`src/rtl/exam_operand_engine.sv`:
```
`default_nettype none
// ============================================================================
// Module   : exam_operand_engine
// Purpose  : Responder side of the exam operand start/done handshake.
//            Latches four operands, computes a bit-serial popcount/parity of
//            A and C, then multiplies the low bytes of B and D by shift-add,
//            and presents the results on g/h with a registered done flag.
// Revision : 1.0 - initial release
// ============================================================================
module exam_operand_engine #(
    parameter int W     = 16,
    parameter int MUL_W = 8
) (
    input  logic         clk,
    input  logic         rst,      // asynchronous, active-low
    input  logic [W-1:0] a,
    input  logic [W-1:0] b,
    input  logic [W-1:0] c,
    input  logic [W-1:0] d,
    input  logic         start,
    output logic [W-1:0] g,
    output logic [W-1:0] h,
    output logic         done
);

    typedef enum logic [2:0] {
        IDLE = 3'd0,
        LOAD = 3'd1,
        POP  = 3'd2,
        MUL  = 3'd3,
        DONE = 3'd4
    } state_t;

    // Last counter value of each serial phase.
    localparam logic [3:0] C_POP_LAST = 4'(W - 1);
    localparam logic [3:0] C_MUL_LAST = 4'(MUL_W - 1);

    state_t           state_q, state_d;
    logic [W-1:0]     sa_q, sa_d;
    logic [W-1:0]     sc_q, sc_d;
    logic [MUL_W-1:0] mb_q, mb_d;
    logic [W-1:0]     md_ext_q, md_ext_d;
    logic [4:0]       pa_q, pa_d;
    logic [4:0]       pc_q, pc_d;
    logic [W-1:0]     prod_q, prod_d;
    logic [3:0]       cnt_q, cnt_d;
    logic [W-1:0]     g_q, g_d;
    logic [W-1:0]     h_q, h_d;
    logic             done_q, done_d;

    // Upper halves of b and d are architecturally ignored.
    logic unused_upper;
    assign unused_upper = ^{b[W-1:MUL_W], d[W-1:MUL_W]};

    // Next-state and datapath: one serial step per cycle in POP and MUL.
    always_comb begin
        state_d  = state_q;
        sa_d     = sa_q;
        sc_d     = sc_q;
        mb_d     = mb_q;
        md_ext_d = md_ext_q;
        pa_d     = pa_q;
        pc_d     = pc_q;
        prod_d   = prod_q;
        cnt_d    = cnt_q;
        g_d      = g_q;
        h_d      = h_q;
        done_d   = done_q;

        case (state_q)
            IDLE: begin
                done_d = 1'b0;
                if (start) begin
                    state_d = LOAD;
                end
            end
            LOAD: begin
                sa_d     = a;
                sc_d     = c;
                mb_d     = b[MUL_W-1:0];
                md_ext_d = {{(W-MUL_W){1'b0}}, d[MUL_W-1:0]};
                pa_d     = '0;
                pc_d     = '0;
                prod_d   = '0;
                cnt_d    = '0;
                state_d  = POP;
            end
            POP: begin
                pa_d  = pa_q + {4'd0, sa_q[0]};
                pc_d  = pc_q + {4'd0, sc_q[0]};
                sa_d  = sa_q >> 1;
                sc_d  = sc_q >> 1;
                if (cnt_q == C_POP_LAST) begin
                    cnt_d   = '0;
                    state_d = MUL;
                end else begin
                    cnt_d = cnt_q + 4'd1;
                end
            end
            MUL: begin
                if (mb_q[0]) begin
                    prod_d = prod_q + md_ext_q;
                end
                mb_d     = mb_q >> 1;
                md_ext_d = md_ext_q << 1;
                if (cnt_q == C_MUL_LAST) begin
                    // Results are written together with done so that done=1
                    // always qualifies stable g/h. Parity bit is 1 for even
                    // popcount of a.
                    cnt_d   = '0;
                    state_d = DONE;
                    g_d     = {~pa_q[0], {(W-11){1'b0}}, pc_q, pa_q};
                    h_d     = prod_d;
                    done_d  = 1'b1;
                end else begin
                    cnt_d = cnt_q + 4'd1;
                end
            end
            DONE: begin
                if (!start) begin
                    state_d = IDLE;
                    done_d  = 1'b0;
                end
            end
            default: begin
                state_d = IDLE;
            end
        endcase
    end

    // State and working registers; reset aborts any run in progress.
    always_ff @(posedge clk or negedge rst) begin
        if (!rst) begin
            state_q  <= IDLE;
            sa_q     <= '0;
            sc_q     <= '0;
            mb_q     <= '0;
            md_ext_q <= '0;
            pa_q     <= '0;
            pc_q     <= '0;
            prod_q   <= '0;
            cnt_q    <= '0;
            g_q      <= '0;
            h_q      <= '0;
            done_q   <= 1'b0;
        end else begin
            state_q  <= state_d;
            sa_q     <= sa_d;
            sc_q     <= sc_d;
            mb_q     <= mb_d;
            md_ext_q <= md_ext_d;
            pa_q     <= pa_d;
            pc_q     <= pc_d;
            prod_q   <= prod_d;
            cnt_q    <= cnt_d;
            g_q      <= g_d;
            h_q      <= h_d;
            done_q   <= done_d;
        end
    end

    assign g    = g_q;
    assign h    = h_q;
    assign done = done_q;

endmodule
`default_nettype wire

```
`config.mk`:
```
export PLATFORM = sky130hd
export DESIGN_NAME = exam_operand_engine
export DESIGN_NICKNAME = d
export VERILOG_FILES = /design/src/rtl/exam_operand_engine.sv
export SDC_FILE = /design/constraint.sdc
export NUM_CORES = 1
export LEC_CHECK = 0
export ABC_CLOCK_PERIOD_IN_PS = 2280
export BUFFER_PORTS_ARGS = -buffer_cell sky130_fd_sc_hd__buf_2
export CAP_MARGIN = 10
export CORE_UTILIZATION = 45
export CTS_BUF_LIST = sky130_fd_sc_hd__clkbuf_8 sky130_fd_sc_hd__clkbuf_16
export DETAILED_ROUTE_END_ITERATION = 12
export PLACE_DENSITY = 0.69
export SKIP_CTS_REPAIR_TIMING = 1
export SLEW_MARGIN = 20
export SYNTH_ARGS = -nofsm -noshare
export SYNTH_HDL_FRONTEND = slang
export SYNTH_SLANG_ARGS = --single-unit
```
`constraint.sdc`:
```
create_clock -name clk -period 2.28 [get_ports clk]
set_input_delay 0.342 -clock clk [delete_from_list [all_inputs] [get_ports clk]]
set_output_delay 0.342 -clock clk [all_outputs]
set_load 0.02 [all_outputs]
```
**Word level (Yosys, flattened, before mapping)**

Cells that the tools add are included.

- Add/sub/neg operators: 4
- Equality and inequality tests: 10
- Mux-type cells: 19
- Bitwise operators: 1
- Reduce and logical (&&, ||, !) cells: 8

Operators with widths:

| operator | number |
|---|---|
| $pmux W16 S2 | 4 |
| $pmux W5 S2 | 2 |
| $add A16 B16 Y16 | 1 |
| $mux W16 | 1 |
| $pmux W8 S2 | 1 |
| $pmux W3 S5 | 1 |
| $mux W3 | 4 |
| $pmux W4 S3 | 1 |
| $add A5 B1 Y5 | 2 |
| $mux W4 | 2 |
| $ne A2 B2 Y1 const B | 4 |
| $eq A3 B2 Y1 const B | 2 |
| $reduce_bool A3 Y1 | 2 |
| $add A4 B1 Y4 const B | 1 |
| $eq A4 B3 Y1 const B | 1 |
| $eq A4 B4 Y1 const B | 1 |
| $reduce_and A4 Y1 | 1 |
| $reduce_bool A2 Y1 | 2 |
| $eq A3 B1 Y1 const B | 1 |
| $eq A3 B3 Y1 const B | 1 |
| $logic_not A3 Y1 | 1 |
| $pmux W1 S3 | 1 |
| $reduce_and A3 Y1 | 1 |
| $mux W1 | 2 |
| other kinds (2) | 2 |

- Register bits: 117
- Input bits: 67
- Word-level logic and storage cells: 54

**Longest topological paths before layout**

Gate-level depths: netlist (run 1).

- Depth in word-level cells: 3
- Gate-level depth with buffers: 8
- Gate-level depth less buffers: 8

**Least setup slack after synthesis (run 1)**

No wires, ideal clock.

- Path type: register to register
- Start: reg md_ext_q[0]
- End: reg h_q[12] (netlist: h[12])
- Data arrival time: 2292 ps
- Slack: -138 ps
- Cell stages (with the launch flop): 9
- Cell sequence: dfrtp_1 -> ha_1 -> fa_1 -> a21o_1 -> a221oi_2 -> o21ai_2 -> a311oi_2 -> xnor2_1 -> a221o_1

- Word-level cells in the longest chain between the ends: 2

Ends and longest elaborated chain:

| element | line | source |
|---|---|---|
| start: declaration | 42 | `logic [W-1:0] md_ext_q, md_ext_d;` |
| start signal: assignment | 151 | `md_ext_q <= md_ext_d;` |
| $add A16 B16 Y16 | 102 | `prod_d = prod_q + md_ext_q;` |
| $mux W16 | 101 | `if (mb_q[0]) begin` |
| end signal: assignment | 144 | `h_q <= '0;` |
| end signal: assignment | 157 | `h_q <= h_d;` |
| end: declaration | 48 | `logic [W-1:0] h_q, h_d;` |

Every way passes these cells.
A chain may end at the register's enable or synchronous reset.

**Worst setup path after layout (run 1)**

Same ends and word-level chain as after synthesis.

==> summary.txt, run 1 <==
CTS
  – CTS root buf: sky130_fd_sc_hd__clkbuf_16
  – Number of sinks on the clock net: 117
  – CTS tree: built
  – Clk slew on worst S/H paths: around 0.060 ns
  – Worst-case clock buffer depth: 2
  – H-Tree Depth: 4
  – Number of CTS-inserted buffers: 17
  – Latest clock arrival within the worst-skew pair: 0.42 ns

Floorplan
  – Die Y-Extent: approximately 120 um
  – Starting density of the core: 46.8%
  – Die ar.: between 10,000 and 15,000 sq um
  – Core box area: between 10,000 and 15,000 sq um
  – Placement Rows: 41
  – Horizontal die dimension: 118 um
  – Top-level port count: 100

Worst setup path
  – Kind of cell adding the most delay to the critical path: compound AO/OA/AOI/OAI gates
  – Standard cell with the maximum stage delay on the critical path: sky130_fd_sc_hd__dfrtp_1
  – Maximum fanout encountered on the critical timing path: 2
  – CP Capture Type: flop
  – Crit path arrival time: ~2.7 ns
  – Kind of start point of the critical path: flop
  – Required time at the worst-slack endpoint: 2.58 ns
  – Number of buffers and inverters on the critical path: 0
  – Cell Chain, Critical Path: ha_2 -> fa_2 -> a21o_1 -> a221oi_4 -> o21ai_2 -> a311oi_2 -> xnor2_1 -> a221o_1
  – CP Class: reg -> reg
  – Critical path's largest stage delay: 0.39 ns

Run
  – Max-capacitance violation count: 0

Logic synthesis
  – Number of synthesized register bits: about 120
  – Post-synthesis instance total: between 600 and 700
  – Post-Synthesis Mean Instance Area: 9.64 sq um
  – Share of the yosys chip area belonging to registers: 48.8%
  – Summed instance area of the synthesized netlist: 6000 sq um
  – Count of yosys warnings during synthesis: 0
  – Most common flop cell mapped by yosys: sky130_fd_sc_hd__dfrtp_1
  – Fraction of registers with async set or reset after synthesis: 100%
  – Unique masters post-synth: 53
  – Number of enable flip-flop cells after synthesis: 0

Placed design
  – Dpl ws: -0.127 ns
  – Final estimated routing congestion in global placement: approximately 0.88
  – Detailed placement HPWL: roughly 10 mm
  – Cell area reported after detailed placement: between 6000 and 7000 sq um
  – Count of buffers from port buffering: 78

Power and ir drop
  – Total power per unit cell area: 1550 nW/um^2
  – Leakage power of the design: ~3.7 nW
  – Clock group share of total power: between 20% and 30%
  – Combinational Power Share: 47.7%
  – Switching share of total power: between 40% and 50%
  – Internal power of the cells: between 0.007 and 0.008 W
  – Switching power: around 0.0047 W
  – Fraction of power consumed by sequential logic: between 30% and 40%
  – Worst-case vdd ir drop: between 600 and 700 uV

Timing
  – Slew of the pin with the lowest slew margin: ~0.55 ns
  – Post-route worst setup slack: -0.103 ns
  – Setup repair after global routing missed its margin: true
  – Worst Skew: around 0.0084 ns
  – TNS Setup: -0.237 ns
  – Remaining max-slew budget at the tightest pin: roughly 63%
  – Peak clock frequency supported by timing: 0.420 GHz
  – Count of endpoints failing hold in the final timing report: 0
  – Minimum period implied by the final worst setup slack: between 2 and 2.5 ns
  – Post-route worst hold slack: 0.143 ns
  – Finish-stage setup viols: 3
  – Final max-slew violation count: 0
  – Period Utilization, post-route: 105%

GRT
  – Overall routing resource usage: between 20 and 25%
  – Antenna violations before repair: 0
  – Via count of the first global-routing pass: about 5,000
  – Wire length of the first global-routing pass: around 24 mm
  – Global route overflow: 0
  – Largest net degree at the start of global routing: 60

Layout
  – Layout-stage area growth over the synthesis result: 25.9%
  – Fraction of the core area covered by cells at the end of the flow: 59.0%
  – Antenna cells: 0
  – Area of the multi-input gates: slightly above 3000 sq um
  – # nets final: approximately 810
  – Design area: approximately 7600 sq um
  – Number of fill cells: 1,102
  – Area used by sequential logic in the layout: 2930 sq um
  – Most common cell after layout, fill and taps aside: sky130_fd_sc_hd__dfrtp_1
  – Layout cell share with drive strength beyond 1: 24.8%
  – Most used cells in the layout excluding fill and tap cells: sky130_fd_sc_hd__dfrtp_1, sky130_fd_sc_hd__nand2_1, sky130_fd_sc_hd__buf_2, sky130_fd_sc_hd__o21ai_0, sky130_fd_sc_hd__mux2i_1

Run status
  – Violated checks: negative setup slack
  – Run status: complete, but fails checks

Routing
  – Number of vias after detailed routing: approximately 4,900
  – Post-DR vias/cell: roughly 5.4
  – DRC errors left: 0
  – Count of routing violations after the opening detailed-route iteration: 350
  – Antenna violation net count after detailed routing: 0
  – DR WL/cell: approximately 16 um
  – Total iterations of the first detailed-routing run: 5
  – Total wirelength of the detailed-routed design: around 14 mm

Worst hold path
  – Class of the tightest hold or removal check: in -> reg
-- cells by family (layout without fill, tap and decap cells) --
logic type | Yosys count | after routing | share of synthesized area [%]
buffers and inverters | 49 | 160 | 3.52
and+or+nand+nor | 186 | 186 | 13.4
DFF | 117 | 117 | 48.8
xor gates and xnor gates | 16 | 16 | 2.33
other | 1 | 5 | 0.0625
muxes | 54 | 54 | 9.02
adders and majority gates | 21 | 21 | 4.50
AOI/OAI and AO/OA | 179 | 179 | 18.4
-- metrics by stage --
step / power (W) / instances
3_3_place_gp: 0.00839 / 874
3_5_place_dp: 0.00857 / 874
2_1_floorplan: 0.00688 / 627
5_1_grt: 0.0126 / 910
6_report: 0.0117 / 910
4_1_cts: 0.0113 / 905
-- cells in the mapped netlist (3+ instances only) --
cell / n / area (sq um)
sky130_fd_sc_hd__buf_2: 7 / 35.0
sky130_fd_sc_hd__ha_1: 20 / 250
sky130_fd_sc_hd__o31ai_1: 3 / 22.5
sky130_fd_sc_hd__a22o_1: 17 / 149
sky130_fd_sc_hd__xor2_1: 5 / 43.8
sky130_fd_sc_hd__xnor2_1: 11 / 96.3
sky130_fd_sc_hd__a31oi_1: 4 / 25.0
sky130_fd_sc_hd__buf_1: 7 / 26.3
sky130_fd_sc_hd__buf_4: 5 / 37.5
sky130_fd_sc_hd__and3_1: 6 / 37.5
sky130_fd_sc_hd__nand2_1: 109 / 409
sky130_fd_sc_hd__clkbuf_1: 23 / 86.3
sky130_fd_sc_hd__o211ai_1: 4 / 30.0
sky130_fd_sc_hd__mux2i_1: 53 / 531
sky130_fd_sc_hd__a21o_1: 8 / 60.1
sky130_fd_sc_hd__nor3_1: 4 / 20.0
sky130_fd_sc_hd__o21ai_0: 68 / 340
sky130_fd_sc_hd__o22ai_1: 5 / 31.3
sky130_fd_sc_hd__nand4_1: 5 / 31.3
sky130_fd_sc_hd__nor2_1: 34 / 128
sky130_fd_sc_hd__nand3_1: 11 / 55.1
sky130_fd_sc_hd__or3_1: 6 / 37.5
sky130_fd_sc_hd__nor2b_1: 4 / 25.0
sky130_fd_sc_hd__inv_1: 6 / 22.5
sky130_fd_sc_hd__dfrtp_1: 117 / 2930
sky130_fd_sc_hd__a21oi_1: 46 / 230
-- final timing paths --
path / depth (start not counted) / slack [ns] / from / to
max in group asynchronous: 3 / 1.23 / rst / g[5]$_DFFE_PN0P_
min reg2reg: 2 / 0.47 / h[11]$_DFFE_PN0P_ / h[11]$_DFFE_PN0P_
max: 8 / -0.10 / md_ext_q[0]$_DFFE_PN0P_ / h[12]$_DFFE_PN0P_
min: 2 / 0.14 / a[15] / sa_q[15]$_DFFE_PN0N_
min in group asynchronous: 2 / 0.44 / rst / h[10]$_DFFE_PN0P_
max reg2reg: 8 / -0.10 / md_ext_q[0]$_DFFE_PN0P_ / h[12]$_DFFE_PN0P_
-- state kept, by name (all words and copies together), names as in the netlist --
register / flops
cnt_q: 4
md_ext_q: 16
mb_q: 8
sc_q: 16
pa_q: 5
prod_q: 16
g: 11
state_q: 3
done: 1
pc_q: 5
h: 16
sa_q: 16
-- power groups by stage --
stage	Sequential, W	Clock (W)	Combinational, W
floorplan	0.00356	0	0.00332
global placement	0.00347	0	0.00492
detailed placement	0.00351	0	0.00507
CTS	0.00349	0.00266	0.00511
global route	0.00362	0.00277	0.00621
finish	0.00352	0.00262	0.00560
-- area by class of cell --
class,count,share of cell area (%)
sequential,117,38.8
clock buffer,19,5.99
tap,172,2.85
inverter,7,0.348
multi-input combinational,461,40.0
timing repair buffer,122,10.3
clock inverter,12,1.74
-- routing by layer --
metal	vias up	GRT usage, %	part of all wire, %
li1	2420	-	-
met1	2389	28.2	45
met2	116	36.9	50
met3	24	4.80	4.0
met4	0	9.54	1.8
met5	-	0	0
(Power assumes the default switching activity.)
==> run 2: changes to the inputs <==
--- a/config.mk
+++ b/config.mk
@@ -5,13 +5,13 @@
 export SDC_FILE = /design/constraint.sdc
 export NUM_CORES = 1
 export LEC_CHECK = 0
-export ABC_CLOCK_PERIOD_IN_PS = 2280
+export ABC_CLOCK_PERIOD_IN_PS = 2300
 export BUFFER_PORTS_ARGS = -buffer_cell sky130_fd_sc_hd__buf_2
 export CAP_MARGIN = 10
 export CORE_UTILIZATION = 45
 export CTS_BUF_LIST = sky130_fd_sc_hd__clkbuf_8 sky130_fd_sc_hd__clkbuf_16
 export DETAILED_ROUTE_END_ITERATION = 12
-export PLACE_DENSITY = 0.69
+export PLACE_DENSITY = 0.66
 export SKIP_CTS_REPAIR_TIMING = 1
 export SLEW_MARGIN = 20
 export SYNTH_ARGS = -nofsm -noshare
==> constraint.sdc (replaced) <==
create_clock -name clk -period 2.3 [get_ports clk]
set_input_delay 0.345 -clock clk [delete_from_list [all_inputs] [get_ports clk]]
set_output_delay 0.345 -clock clk [all_outputs]
set_load 0.02 [all_outputs]
==> summary.txt, run 2 (same netlist as run 1, synthesis figures left out) <==
Run status
  – Run status: complete, but fails checks
  – Violated checks: negative setup slack

Floorplan
  – Top-level port count: 100
  – Starting density of the core: a little under half
  – Horizontal die dimension: between 100 and 150 um
  – Core box area: 12,800 sq um
  – Placement Rows: about 40
  – Die ar.: approximately 14,000 sq um
  – Die Y-Extent: around 120 um

GRT
  – Via count of the first global-routing pass: between 4,000 and 5,000
  – Overall routing resource usage: 21.8%
  – Global route overflow: 0
  – Largest net degree at the start of global routing: just under 60
  – Antenna violations before repair: 0
  – Wire length of the first global-routing pass: 23.7 mm

CTS
  – Number of CTS-inserted buffers: 17
  – Number of sinks on the clock net: roughly 120
  – Worst-case clock buffer depth: 2
  – Clk slew on worst S/H paths: about 0.060 ns
  – CTS tree: built
  – H-Tree Depth: 4
  – Latest clock arrival within the worst-skew pair: between 0.4 and 0.5 ns
  – CTS root buf: sky130_fd_sc_hd__clkbuf_16

Timing
  – Count of endpoints failing hold in the final timing report: 0
  – Remaining max-slew budget at the tightest pin: 59.8%
  – Peak clock frequency supported by timing: roughly 0.41 GHz
  – TNS Setup: -0.397 ns
  – Finish-stage setup viols: 5
  – Final max-slew violation count: 0
  – Post-route worst hold slack: about 0.16 ns
  – Worst Skew: between 0.009 and 0.01 ns
  – Slew of the pin with the lowest slew margin: 0.603 ns
  – Minimum period implied by the final worst setup slack: about 2.4 ns
  – Post-route worst setup slack: -0.145 ns
  – Setup repair after global routing missed its margin: true
  – Period Utilization, post-route: 106%

Worst setup path
  – Maximum fanout encountered on the critical timing path: 2
  – Required time at the worst-slack endpoint: ~2.6 ns
  – Critical path's largest stage delay: between 0.3 and 0.4 ns
  – Crit path arrival time: 2.74 ns
  – Kind of start point of the critical path: flop
  – Number of buffers and inverters on the critical path: 0
  – CP Capture Type: flop
  – Cell Chain, Critical Path: ha_2 -> fa_2 -> a21o_1 -> a221oi_4 -> o21ai_2 -> a311oi_2 -> xnor2_1 -> a221o_1
  – Kind of cell adding the most delay to the critical path: compound AO/OA/AOI/OAI gates
  – CP Class: reg -> reg
  – Standard cell with the maximum stage delay on the critical path: sky130_fd_sc_hd__dfrtp_1

Routing
  – Number of vias after detailed routing: around 4,900
  – Count of routing violations after the opening detailed-route iteration: approximately 240
  – Total met3 wirelength after detailed routing: around 630 um
  – Total iterations of the first detailed-routing run: 5
  – Total wirelength of the detailed-routed design: 14.5 mm
  – Post-DR vias/cell: about 5.4
  – DR WL/cell: between 15 and 20 um
  – Antenna violation net count after detailed routing: 0
  – Metal1 wirelength: 6.59 mm
  – Detailed route wirelength on metal2: approximately 7 mm
  – DRC errors left: 0
  – Highest routed metal layer: met4

Power and ir drop
  – Switching power: between 0.004 and 0.005 W
  – Combinational Power Share: 48.6%
  – Leakage power of the design: about 3.6 nW
  – Switching share of total power: slightly above 40%
  – Overall power consumption: about 0.012 W
  – Fraction of power consumed by sequential logic: 30.4%
  – Total power per unit cell area: roughly 1500 nW/um^2
  – Worst-case vdd ir drop: a little over 700 uV
  – Clock group share of total power: roughly a fifth
  – Internal power of the cells: about 0.007 W

Placed design
  – Count of buffers from port buffering: a little under 80
  – Final estimated routing congestion in global placement: 0.880
  – Dpl ws: -0.116 ns
  – Detailed placement HPWL: 9.91 mm

Layout
  – Most used cells in the layout excluding fill and tap cells: sky130_fd_sc_hd__dfrtp_1, sky130_fd_sc_hd__nand2_1, sky130_fd_sc_hd__buf_2, sky130_fd_sc_hd__o21ai_0, sky130_fd_sc_hd__mux2i_1
  – # nets final: between 800 and 900
  – Most common cell after layout, fill and taps aside: sky130_fd_sc_hd__dfrtp_1
  – Antenna cells: 0
  – Layout cell share with drive strength beyond 1: approximately 25%
  – Fraction of the core area covered by cells at the end of the flow: between 50% and 60%
  – Layout-stage area growth over the synthesis result: 25.3%
  – Number of fill cells: roughly 1,100

Run
  – Max-capacitance violation count: 0

Worst hold path
  – Class of the tightest hold or removal check: in -> reg
[run 2: cell types whose count changed in the layout (fill, tap and decap cells not counted), moves of 2 or more]
cell,delta
sky130_fd_sc_hd__buf_4,-4
sky130_fd_sc_hd__clkbuf_8,-2
sky130_fd_sc_hd__clkinv_2,+2
sky130_fd_sc_hd__ha_1,-4
sky130_fd_sc_hd__ha_2,+2
sky130_fd_sc_hd__ha_4,+2
sky130_fd_sc_hd__mux2i_2,-2
[run 2: worst paths after layout]
kind	from	end	slack, ns	cells past startpoint
hold reg to reg	g[0]$_DFFE_PN0P_	g[0]$_DFFE_PN0P_	0.47	2
setup reg to reg	md_ext_q[0]$_DFFE_PN0P_	h[12]$_DFFE_PN0P_	-0.15	8
setup / recovery	md_ext_q[0]$_DFFE_PN0P_	h[12]$_DFFE_PN0P_	-0.15	8
max in group asynchronous	rst	prod_q[15]$_DFFE_PN0P_	1.24	3
hold / removal	c[15]	sc_q[15]$_DFFE_PN0N_	0.16	2
min in group asynchronous	rst	md_ext_q[8]$_DFFE_PN0P_	0.45	2
[run 2: metal layers]
metal,global-route usage [%],up-vias
li1,-,2404
met1,28.2,2341
met2,36.3,100
met3,5.23,15
met4,6.41,0
met5,0,-
[run 2: worst reg2reg max path, stage by stage (launching register included)]
cell                       delay (ns)
sky130_fd_sc_hd__dfrtp_1         0.39
sky130_fd_sc_hd__ha_2            0.21
sky130_fd_sc_hd__fa_2            0.35
sky130_fd_sc_hd__a21o_1          0.21
sky130_fd_sc_hd__a221oi_4        0.31
sky130_fd_sc_hd__o21ai_2         0.11
sky130_fd_sc_hd__a311oi_2        0.28
sky130_fd_sc_hd__xnor2_1         0.13
sky130_fd_sc_hd__a221o_1         0.32
[run 2: cell type report]
class                           count  area (sq um)  area share, %
Inverter                            7          26.3          0.349
Multi-Input combinational cell    461          3060           40.7
Tap cell                          172           215           2.86
Clock inverter                     14           116           1.55
Timing Repair Buffer              118           749           9.96
Sequential cell                   117          2930           38.9
Clock buffer                       17           425           5.65
[run 2: power by group through the flow]
stage | clock (W) | sequential [W] | combinational, W
floorplan | 0 | 0.00353 | 0.00329
global route | 0.00257 | 0.00360 | 0.00617
finish | 0.00242 | 0.00350 | 0.00560
detailed placement | 0 | 0.00347 | 0.00495
CTS | 0.00246 | 0.00345 | 0.00498
global placement | 0 | 0.00343 | 0.00482
[run 2: metrics by stage]
stage / cell area (sq um) / cells
after global routing: 7520 / 906
after detailed placement: 6750 / 867
after CTS: 7290 / 898
final: 7520 / 906
after floorplan: 6020 / 627
after global placement: 6750 / 867
